<file path="src/rtl/sipo_pkg.sv">
// Shared types and sizing helpers for the SIPO deserializer.
package sipo_pkg;

  typedef enum logic {
    ST_SHIFT  = 1'b0,
    ST_PARITY = 1'b1
  } state_e;

  localparam int unsigned WIDTH_MIN = 2;
  localparam int unsigned WIDTH_MAX = 32;

  // Bit counter must hold 0..WIDTH-1; sized for WIDTH+1 values to stay safe at powers of two.
  function automatic int unsigned cnt_width(input int unsigned w);
    return $clog2(w + 1);
  endfunction

endpackage

</file>
<file path="src/rtl/sipo_out_reg.sv">
// Valid/ready holding register for completed words; a load lands one cycle later when empty or draining.
// A load refused because the held word is not consumed is reported on dropped_o and leaves dat_o untouched.
module sipo_out_reg #(
  parameter int DW = 4
) (
  input  logic          clk,
  input  logic          reset_n,
  input  logic          load_i,
  input  logic [DW-1:0] load_data_i,
  input  logic          rdy_i,
  output logic [DW-1:0] dat_o,
  output logic          vld_o,
  output logic          accepted_o,
  output logic          dropped_o
);

  logic [DW-1:0] dat_q;
  logic          vld_q;

  assign accepted_o = load_i & (~vld_q | rdy_i);
  assign dropped_o  = load_i & vld_q & ~rdy_i;
  assign dat_o      = dat_q;
  assign vld_o      = vld_q;

  always_ff @(posedge clk or negedge reset_n) begin
    if (!reset_n) begin
      dat_q <= '0;
      vld_q <= 1'b0;
    end else if (accepted_o) begin
      dat_q <= load_data_i;
      vld_q <= 1'b1;
    end else if (rdy_i) begin
      vld_q <= 1'b0;
    end
  end

endmodule

</file>
<file path="src/rtl/sipo_deser.sv">
// MSB-first serial-to-parallel deserializer with sync realign and sticky overrun; word valid the cycle after its last bit.
// Optional even parity bit per frame when SIPO_PARITY_EN is defined (adds the PARITY state and par_err).
module sipo_deser
  import sipo_pkg::*;
#(
  parameter int WIDTH = 4
) (
  input  logic             clk,
  input  logic             reset_n,
  input  logic             sdi,
  input  logic             sdi_en,
  input  logic             sync,
  output logic [WIDTH-1:0] dout,
  output logic             dout_valid,
  input  logic             dout_ready,
  output logic             overrun,
  input  logic             ovr_clr
`ifdef SIPO_PARITY_EN
  ,
  output logic             par_err
`endif
);

  if (WIDTH < int'(WIDTH_MIN) || WIDTH > int'(WIDTH_MAX)) begin : g_bad_width
    $error("sipo_deser: WIDTH out of range");
  end

  localparam int CW = int'(cnt_width(WIDTH));
  localparam logic [CW-1:0] LAST = CW'(WIDTH - 1);
`ifdef SIPO_PARITY_EN
  localparam int DW = WIDTH + 1;
`else
  localparam int DW = WIDTH;
`endif

  logic [WIDTH-1:0] shreg_q, shreg_d, shreg_nxt;
  logic [CW-1:0]    bit_cnt_q, bit_cnt_d;
  logic             overrun_q, overrun_d;
  logic             load;
  logic [DW-1:0]    load_data;
  logic [DW-1:0]    out_dat;
  logic             out_accepted, out_dropped;
`ifdef SIPO_PARITY_EN
  state_e           state_q, state_d;
`endif

  assign shreg_nxt = {shreg_q[WIDTH-2:0], sdi};

  always_comb begin
    shreg_d   = shreg_q;
    bit_cnt_d = bit_cnt_q;
    load      = 1'b0;
    load_data = '0;
`ifdef SIPO_PARITY_EN
    state_d   = state_q;
`endif
    if (sync) begin
      shreg_d   = '0;
      bit_cnt_d = '0;
`ifdef SIPO_PARITY_EN
      state_d   = ST_SHIFT;
`endif
    end else if (sdi_en) begin
`ifdef SIPO_PARITY_EN
      if (state_q == ST_PARITY) begin
        // Parity bit is not shifted in; it only qualifies the word already held in shreg.
        load      = 1'b1;
        load_data = {(^shreg_q) ^ sdi, shreg_q};
        state_d   = ST_SHIFT;
      end else begin
        shreg_d = shreg_nxt;
        if (bit_cnt_q == LAST) begin
          bit_cnt_d = '0;
          state_d   = ST_PARITY;
        end else begin
          bit_cnt_d = CW'(bit_cnt_q + 1'b1);
        end
      end
`else
      shreg_d = shreg_nxt;
      if (bit_cnt_q == LAST) begin
        bit_cnt_d = '0;
        load      = 1'b1;
        load_data = shreg_nxt;
      end else begin
        bit_cnt_d = CW'(bit_cnt_q + 1'b1);
      end
`endif
    end
    overrun_d = out_dropped | (overrun_q & ~ovr_clr);
  end

  always_ff @(posedge clk or negedge reset_n) begin
    if (!reset_n) begin
      shreg_q   <= '0;
      bit_cnt_q <= '0;
      overrun_q <= 1'b0;
`ifdef SIPO_PARITY_EN
      state_q   <= ST_SHIFT;
`endif
    end else begin
      shreg_q   <= shreg_d;
      bit_cnt_q <= bit_cnt_d;
      overrun_q <= overrun_d;
`ifdef SIPO_PARITY_EN
      state_q   <= state_d;
`endif
    end
  end

  sipo_out_reg #(
    .DW(DW)
  ) u_out_reg (
    .clk         (clk),
    .reset_n     (reset_n),
    .load_i      (load),
    .load_data_i (load_data),
    .rdy_i       (dout_ready),
    .dat_o       (out_dat),
    .vld_o       (dout_valid),
    .accepted_o  (out_accepted),
    .dropped_o   (out_dropped)
  );

  always_comb assert (!(out_accepted && out_dropped));

  assign dout    = out_dat[WIDTH-1:0];
  assign overrun = overrun_q;
`ifdef SIPO_PARITY_EN
  assign par_err = out_dat[WIDTH];
`endif

endmodule

</file>
<file path="config.mk">
export PLATFORM = sky130hd
export DESIGN_NAME = sipo_deser
export DESIGN_NICKNAME = d
export VERILOG_FILES = /design/src/rtl/sipo_pkg.sv /design/src/rtl/sipo_out_reg.sv /design/src/rtl/sipo_deser.sv
export SDC_FILE = /design/constraint.sdc
export NUM_CORES = 1
export LEC_CHECK = 0
export CAP_MARGIN = 20
export CORE_AREA = 4 4 41 43
export DETAILED_ROUTE_END_ITERATION = 6
export DIE_AREA = 0 0 45 47
export PLACE_DENSITY = 0.71
export SLEW_MARGIN = 20
export SYNTH_ARGS = -nofsm -noshare
export SYNTH_HDL_FRONTEND = slang
export SYNTH_SLANG_ARGS = --single-unit
</file>
<file path="constraint.sdc">
create_clock -name clk -period 3.6 [get_ports clk]
set_input_delay 0.72 -clock clk [delete_from_list [all_inputs] [get_ports clk]]
set_output_delay 0.72 -clock clk [all_outputs]
set_load 0.05 [all_outputs]
</file>
* After elaboration in Yosys (flattened, before gate mapping)
Cells that the tools add are included.
** Storage, ports and cells
- Flip-flop bits (word level) :: 12
- Logic and storage cells :: 31
** Operators by class
- Add/subtract/negate cells :: 1
- Equal/unequal tests :: 1
- Multiplexer cells :: 13
- Bitwise operators :: 9
- Reduce and logical (&&, ||, !) cells :: 2
** Operators by type and width (number)
- $mux W3 :: 5
- $mux W4 :: 3
- $mux W1 :: 5
- $and A1 B1 Y1 :: 4
- $reduce_bool A2 Y1 :: 2
- $add A3 B1 Y3 const B :: 1
- $eq A3 B2 Y1 const B :: 1
- $not A1 Y1 :: 3
- $or A1 B1 Y1 :: 2

* Logic depth before layout (Yosys ltp)
Gate-level depths: netlist of the first run.
- Depth in word-level cells :: 7
- Gate-level depth with buffers :: 4

* By module
Synthesis of the first run repeated with hierarchy kept, for this count alone.
** Second synthesis, totals
- Cells, all modules :: 46
- Area, all modules :: 570.5 µm²
** Modules (own cells, without submodules)
- sipo_deser :: instances 1, cells an instance 31, area an instance 345.3 µm², seq. area each 175.2 µm²
- sipo_out_reg :: instances 1, cells an instance 15, area an instance 225.2 µm², seq. area each 125.1 µm²

* Least setup slack after synthesis of the first run
No wires, ideal clock.
- Kind :: input-to-reg
- Start point :: input port sync
- End point :: register u_out_reg.dat_q[0], in the netlist u_out_reg.dat_o[0]
- Arrival time :: 1.515 ns
- Required time :: 3.475 ns
- Setup slack :: 1.960 ns
- Stages :: 4
- Buffers on the path :: 1
- Cells stage by stage :: buf_6 nand4bb_4 nand2b_4 mux2_4
** Between the ends
- Cells in the longest elaborated chain, start to end :: 2
- Elaborated cells between the ends (all ways) :: 3
- Those cells by class :: mux (2); bitwise (1)
** RTL lines
- start: declaration :: RTL line sipo_deser.sv:12 : input logic sync,
- $mux W1 :: RTL line sipo_deser.sv:57 : if (sync) begin
- $and A1 B1 Y1 :: RTL line sipo_out_reg.sv:20 : assign accepted_o = load_i & (~vld_q | rdy_i);
- end signal: assignment :: RTL line sipo_out_reg.sv:30 : dat_q <= load_data_i;
- end: declaration :: RTL line sipo_out_reg.sv:17 : logic [DW-1:0] dat_q;
Several ways; a longest one is shown, not always the timed one.
A chain may end at the register's enable or synchronous reset.

* Final worst setup path of the first run
- Start point :: register u_out_reg.dat_q[1], in the netlist u_out_reg.dat_o[1]
- End point :: output port dout[1]
** RTL lines
- end: declaration :: RTL line sipo_deser.sv:13 : output logic [WIDTH-1:0] dout,
No word-level cell between the ends.

==> results of run 1 <==
==> kinds of logic after synthesis <==
logic type | after synthesis
compound gates | 4
fa+ha+maj | 1
buf+inv | 4
flops | 12
mux | 7
simple gates | 15
==> cell usage after synthesis, drive strengths merged <==
| master | number | area, um2 |
|---|---|---|
| dfrtp | 12 | 300 |
| nand2 | 1 | 3.75 |
| nor2 | 3 | 11.3 |
| nand3b | 1 | 7.51 |
| nand2b | 5 | 41.3 |
| o22ai | 1 | 6.26 |
| inv | 2 | 7.51 |
| nand3 | 1 | 5.00 |
| ha | 1 | 12.5 |
| a211oi | 1 | 7.51 |
| a21oi | 2 | 10.0 |
| buf | 2 | 18.8 |
| mux2i | 3 | 30.0 |
| mux2 | 4 | 60.1 |
| nand4bb | 1 | 27.5 |
| and2b | 3 | 30.0 |
==> power groups by stage <==
stage	sequential (W)	clock [W]	combinational, W
floorplan	0.000150	0	0.0000158
global placement	0.000144	0	0.0000333
detailed placement	0.000145	0	0.0000337
CTS	0.000142	0.000110	0.0000338
global route	0.000142	0.000117	0.0000361
finish	0.000142	0.000108	0.0000333
==> final cells by class <==
class	count	share of cell area
clock buffer	4	0.0493
inverter	2	0.0102
multi-input combinational	27	0.344
sequential	12	0.408
tap	15	0.0255
timing repair buffer	12	0.163
==> path summary, 6_finish.rpt <==
path | start | endpoint | slack [ns] | cells after the start
max | u_out_reg.dat_o[1]$_DFFE_PN0P_ | dout[1] | 1.43 | 1
min | u_out_reg.dat_o[2]$_DFFE_PN0P_ | u_out_reg.dat_o[2]$_DFFE_PN0P_ | 0.51 | 1
max reg2reg | bit_cnt_q[0]$_DFFE_PN0P_ | u_out_reg.dat_o[1]$_DFFE_PN0P_ | 2.20 | 4
min reg2reg | u_out_reg.dat_o[2]$_DFFE_PN0P_ | u_out_reg.dat_o[2]$_DFFE_PN0P_ | 0.51 | 1
max in group asynchronous | reset_n | shreg_q[0]$_DFFE_PN0P_ | 2.45 | 1
min in group asynchronous | reset_n | overrun$_DFF_PN0_ | 0.79 | 1
==> layer usage <==
metal  vias to the layer above  GRT usage  share of wire
met1                       163      0.125           0.44
li1                        174          -              -
met3                         4     0.0383          0.066
met5                         -          0              0
met4                         0     0.0877          0.026
met2                        11      0.192           0.47
==> sequential cells by signal, indices dropped and copies added (netlist names) <==
signal / count
bit_cnt_q: 3
u_out_reg.vld_o: 1
u_out_reg.dat_o: 4
overrun: 1
shreg_q: 3
==> cell usage in the layout, fill, tap and decap left out, types with 2 or more instances in the layout <==
cell type and count:
dfrtp_1 12, mux2i_1 3, nor2_1 3, and2b_4 3
inv_1 2, mux2_4 4, clkdlybuf4s50_1 12, a21oi_1 2
nand2b_1 3, clkbuf_4 3
==> metrics by stage <==
step / area [um2] / total power, W / setup slack (ns) / instances / hold WS [ns]
finish: 736 / 0.000283 / 1.43 / 72 / 0.513
global route: 736 / 0.000296 / 1.38 / 72 / 0.537
CTS: 736 / 0.000286 / 1.40 / 72 / 0.522
detailed placement: 699 / 0.000178 / 1.35 / 68 / 0.500
global placement: 699 / 0.000178 / 1.39 / 68 / 0.497
floorplan: 579 / 0.000165 / 1.96 / 43 / 0.424
==> results by group, run 1 <==
Cells and area
  – Seq. cell area: 300 um2
  – Ant. Diodes: 0
  – Post-layout util: 0.565
  – Nets: 66
  – Multi-input gate area: 253 um2
  – Synthesis-to-finish area growth: 27.0%
  – Layout cell share with drive strength beyond 1: 0.246
  – Layout fillers: 115

STA
  – Tmin final: 2.17 ns
  – Final Cycle Share: 0.603
  – Setup Skew: 0.00557 ns
  – Fmax achieved: 460 MHz
  – Slew @ Worst Pin: approximately 0.54 ns
  – Hold Vio Cnt, Final: 0
  – Final Max Slew Viols: 0
  – Rel. slew slack: 0.642
  – RSZ-0062 raised after global routing: no
  – Final setup vio count: 0
  – Setup TNS: 0 ns

Floorplanning
  – Die area: 2120 um2
  – Die Wd: 45 um
  – Starting Density: 0.445
  – I/O pin total: 13
  – Core area: 1300 um2
  – FP Rows: 13
  – DIE HEIGHT: 47 um

Clock network
  – H-tree levels: 1
  – # resized after CTS: 0
  – Post-CTS Repair Setup Buffers: 0
  – Clock sink count: 12
  – CTS max path bufs: 2
  – Hold-fix buffers, CTS: 0
  – CTS tree: yes
  – Clock latency on the worst-skew pair: 0.27 ns
  – Clock-pin slew on the worst setup and hold paths: 0.08 ns
  – Clk root buf: clkbuf_4
  – CTS Buf Count: 3

Synthesis
  – Synth Register Bits: 12
  – Synth Area in Simple Gates: 0.218
  – Netlist Area Pre-Place: 579 um2
  – Register area share after synthesis: 0.518
  – Synth cell types: 19
  – Avg Inst Size Synth: 13.5 um2
  – Mux cell area share after synthesis: 0.156
  – Complex-gate fraction of the synthesized area: 0.0410
  – Syn nets: 51
  – Main combinational cell family by area after synthesis: simple AND/OR/NAND/NOR gates
  – Mapped Cells: 43
  – Synth Area in XOR/XNOR: 0
  – Adder-cell share of the synthesized area: 0.0216
  – Warnings, synthesis: 0

Global routing
  – Vias in the first global route: 360
  – First-pass GRT wire length: 1650 um
  – GRT Overall Usage: 0.117
  – Initial antenna violation count: 0
  – Total grt overflow: 0
  – Largest net degree at the start of global routing: 13

Power
  – Net Sw Power: 0.0000653 W
  – Switching share of power: 0.231
  – Clock network power share: 0.380
  – Pleak: approximately 0.35 nW
  – Internal power: between 0.0002 and 0.00025 W
  – Combinational Power Share: 0.118
  – Worst VDD drop: about 180 uV
  – Power density over the cells: 384 nW/um2
  – Flop pwr share: 0.502

Min path
  – Hold Crit Class: flop to flop

Route
  – DR vias: 352
  – DR DRC count: 0
  – WL final: between 1000 and 1500 um
  – Antenna-violating nets left: 0
  – DR iter-0 viols: 3
  – First-pass DRT Iterations: 2
  – Drt wl/cell: about 14 um
  – Vias per cell: 4.89

Critical path
  – CP startpoint kind: flop
  – Worst Path Max Fanout: 2
  – Worst path cell trace: clkdlybuf4s50_1
  – Critical path's largest stage delay: 0.81 ns
  – Bufs and invs on worst path: 1
  – CP Capture Type: primary output
  – CP Class: flop to primary output
  – CP top delay family: buffers and inverters
  – Slowest CP cell: clkdlybuf4s50_1
  – WP data required: 2.88 ns
  – Critical path arrival: ~1.5 ns

Placement
  – Gpl congestion: 0.697
  – HPWL after DPL: 741 um
  – IO buf count: 12

Outcome
  – Status: finished clean

Run
  – Max-Cap Viols: 0
Note: power is estimated with default switching activity, not from simulation.
==> run 2: changes to the inputs <==
--- a/config.mk
+++ b/config.mk
@@ -6,9 +6,9 @@
 export NUM_CORES = 1
 export LEC_CHECK = 0
 export CAP_MARGIN = 20
-export CORE_AREA = 4 4 41 43
+export CORE_MARGIN = 4
+export CORE_UTILIZATION = 42
 export DETAILED_ROUTE_END_ITERATION = 6
-export DIE_AREA = 0 0 45 47
 export PLACE_DENSITY = 0.71
 export SLEW_MARGIN = 20
 export SYNTH_ARGS = -nofsm -noshare
==> constraint.sdc (replaced) <==
create_clock -name clk -period 1.7 [get_ports clk]
set_input_delay 0.34 -clock clk [delete_from_list [all_inputs] [get_ports clk]]
set_output_delay 0.34 -clock clk [all_outputs]
set_load 0.05 [all_outputs]
==> run 2 against run 1 <==
Final cell count up 1.4%. Design area down 1.9%. Non-clock buffer count up 2. Worst setup slack worse by 1.1 ns. Clock skew down 0.00091 ns. Highest routed layer is now met3. First-iteration DRC count down 33%. Clock power up 55%. Wire length down 3.8%. Via count up 0.57%. Total power up 91%. Sequential share of layout area up 0.78 points. Die area down 3.7%.
==> results by group, run 2 (synthesized netlist as in run 1, its figures left out) <==
Outcome
  – Status: finished clean (unchanged)

Power
  – Worst VDD drop: 514 uV (was 176 uV)
  – Pleak: 0.365 nW (was 0.350 nW)
  – Pwr Total: 0.000541 W (was 0.000283 W)
  – Power density over the cells: 749 nW/um2 (was 384 nW/um2)

Placement
  – HPWL after DPL: 762 um (was 741 um)
  – IO buf count: 12 (unchanged)
  – Gpl congestion: 0.676 (was 0.697)
  – Dpl ws: 0.0581 ns (was 1.35 ns)

STA
  – Setup TNS: 0 ns (unchanged)
  – Fmax achieved: 727 MHz
  – RSZ-0062 raised after global routing: no (unchanged)
  – Final setup vio count: 0 (unchanged)
  – Hold Vio Cnt, Final: 0 (unchanged)
  – Rel. slew slack: 0.641 (was 0.642)
  – Setup Skew: 0.00466 ns (was 0.00557 ns)
  – Final Cycle Share: 0.809
  – Tmin final: 1.38 ns
  – Final Max Slew Viols: 0 (unchanged)
  – Slew @ Worst Pin: 0.537 ns (was 0.536 ns)
  – Final WS setup: 0.325 ns (was 1.43 ns)

Route
  – DR vias: 354 (was 352)
  – Vias per cell: 4.85 (was 4.89)
  – Antenna-violating nets left: 0 (unchanged)
  – Drt wl/cell: 13.2 um (was 14.0 um)
  – First-pass DRT Iterations: 4 (was 2)
  – WL final: 967 um (was 1010 um)
  – DR iter-0 viols: 2 (was 3)
  – DR DRC count: 0 (unchanged)

Clock network
  – Clock-pin slew on the worst setup and hold paths: 0.07 ns (was 0.08 ns)
  – # resized after CTS: 0 (unchanged)
  – CTS tree: yes (unchanged)
  – Hold-fix buffers, CTS: 0 (unchanged)
  – CTS max path bufs: 2 (unchanged)
  – Clock latency on the worst-skew pair: 0.26 ns (was 0.27 ns)
  – Post-CTS Repair Setup Buffers: 0 (unchanged)
  – Clock sink count: 12 (unchanged)
  – Clk root buf: clkbuf_4 (unchanged)
  – H-tree levels: 1 (unchanged)
  – CTS Buf Count: 3 (unchanged)

Floorplanning
  – FP Rows: 13 (unchanged)
  – I/O pin total: 13 (unchanged)
  – Starting Density: 0.445 (unchanged)
  – Die area: 2040 um2 (was 2120 um2)
  – DIE HEIGHT: 45.1 um (was 47 um)
  – Die Wd: 45.1 um (was 45 um)
  – Core area: 1300 um2 (unchanged)

Critical path
  – WP data required: 1.85 ns (was 2.88 ns)
  – Slowest CP cell: dfrtp_1 (was clkdlybuf4s50_1)
  – CP Class: flop to flop (was flop to primary output)
  – Worst Path Max Fanout: 4 (was 2)
  – Bufs and invs on worst path: 0 (was 1)
  – CP Capture Type: flop (was primary output)
  – Critical path arrival: 1.52 ns (was 1.45 ns)
  – Critical path's largest stage delay: 0.40 ns (was 0.81 ns)
  – CP startpoint kind: flop (unchanged)
  – Worst Setup SP: bit_cnt_q[0]$_DFFE_PN0P_ (was u_out_reg.dat_o[1]$_DFFE_PN0P_)
  – Worst path cell trace: ha_1, nand4bb_4, nand2b_4, mux2_4 (was clkdlybuf4s50_1)
  – CP top delay family: flip-flops (was buffers and inverters)
  – Reg-to-reg startpoint: bit_cnt_q[0]$_DFFE_PN0P_ (unchanged)

Min path
  – Hold Crit Class: input pin to async pin (was flop to flop)

Cells and area
  – Synthesis-to-finish area growth: 24.6% (was 27.0%)
  – Layout cell share with drive strength beyond 1: 0.362 (was 0.246)
  – Commonest non-fill, non-tap cell in the layout: dfrtp_1
  – Ant. Diodes: 0 (unchanged)
  – Nets: 68 (was 66)
  – Max reg flops: 4 (unchanged)
  – Most frequent cells in the layout: 12 x dfrtp_1, 8 x buf_4, 6 x clkdlybuf4s50_1 (was 12 x dfrtp_1, 12 x clkdlybuf4s50_1, 4 x mux2_4)
  – Layout fillers: 129 (was 115)

Global routing
  – First-pass GRT wire length: 1540 um (was 1650 um)
  – Total grt overflow: 0 (unchanged)
  – Largest net degree at the start of global routing: 13 (unchanged)
  – Initial antenna violation count: 0 (unchanged)
  – GRT Overall Usage: 0.107 (was 0.117)
  – Vias in the first global route: 353 (was 360)

Run
  – Max-Cap Viols: 0 (unchanged)
-- run 2: final cells by class --
| cell class | instances | area (um2) | share of cell area |
|---|---|---|---|
| clock buffer | 3 | 22.5 | 0.0312 |
| inverter | 2 | 7.51 | 0.0104 |
| multi-input combinational | 27 | 253 | 0.350 |
| sequential | 12 | 300 | 0.416 |
| tap | 15 | 18.8 | 0.0260 |
| timing repair buffer | 14 | 120 | 0.166 |
-- run 2: worst paths after layout --
kind,to,slack (ns),cells past startpoint
worst max-delay path,u_out_reg.dat_o[3]$_DFFE_PN0P_,0.32,4
worst min-delay path,u_out_reg.dat_o[1]$_DFFE_PN0P_,0.43,1
worst max register to register,u_out_reg.dat_o[3]$_DFFE_PN0P_,0.32,4
worst min register to register,u_out_reg.dat_o[0]$_DFFE_PN0P_,0.52,1
max in group asynchronous,u_out_reg.dat_o[2]$_DFFE_PN0P_,0.92,1
min in group clk,u_out_reg.dat_o[0]$_DFFE_PN0P_,0.52,1
-- run 2: per-stage QoR --
| stage | std cells | area [um2] | utilization | hold slack (ns) |
|---|---|---|---|---|
| 6_report | 73 | 722 | 0.555 | 0.426 |
| 2_1_floorplan | 43 | 579 | - | 0.0444 |
| 5_1_grt | 73 | 722 | 0.555 | 0.462 |
| 3_5_place_dp | 70 | 699 | 0.538 | 0.503 |
| 3_3_place_gp | 70 | 699 | 0.538 | 0.497 |
| 4_1_cts | 73 | 722 | 0.555 | 0.441 |
-- run 2: routing by layer --
layer / track usage / part of all wire / wire length, um / up-vias
li1: - / - / - / 175
met1: 0.136 / 0.47 / 456 / 170
met2: 0.167 / 0.45 / 439 / 9
met3: 0.0398 / 0.073 / 71 / 0
met4: 0.0351 / 0 / 0 / 0
met5: 0 / 0 / 0 / -
-- run 2: power by group --
group	leakage, nW	total (W)	switching, W	internal [W]
logic	0.186	0.0000733	0.0000355	0.0000379
clock network	0.0138	0.000167	0.0000851	0.0000816
registers	0.165	0.000300	0.00000600	0.000294
total	0.365	0.000541	0.000127	0.000414
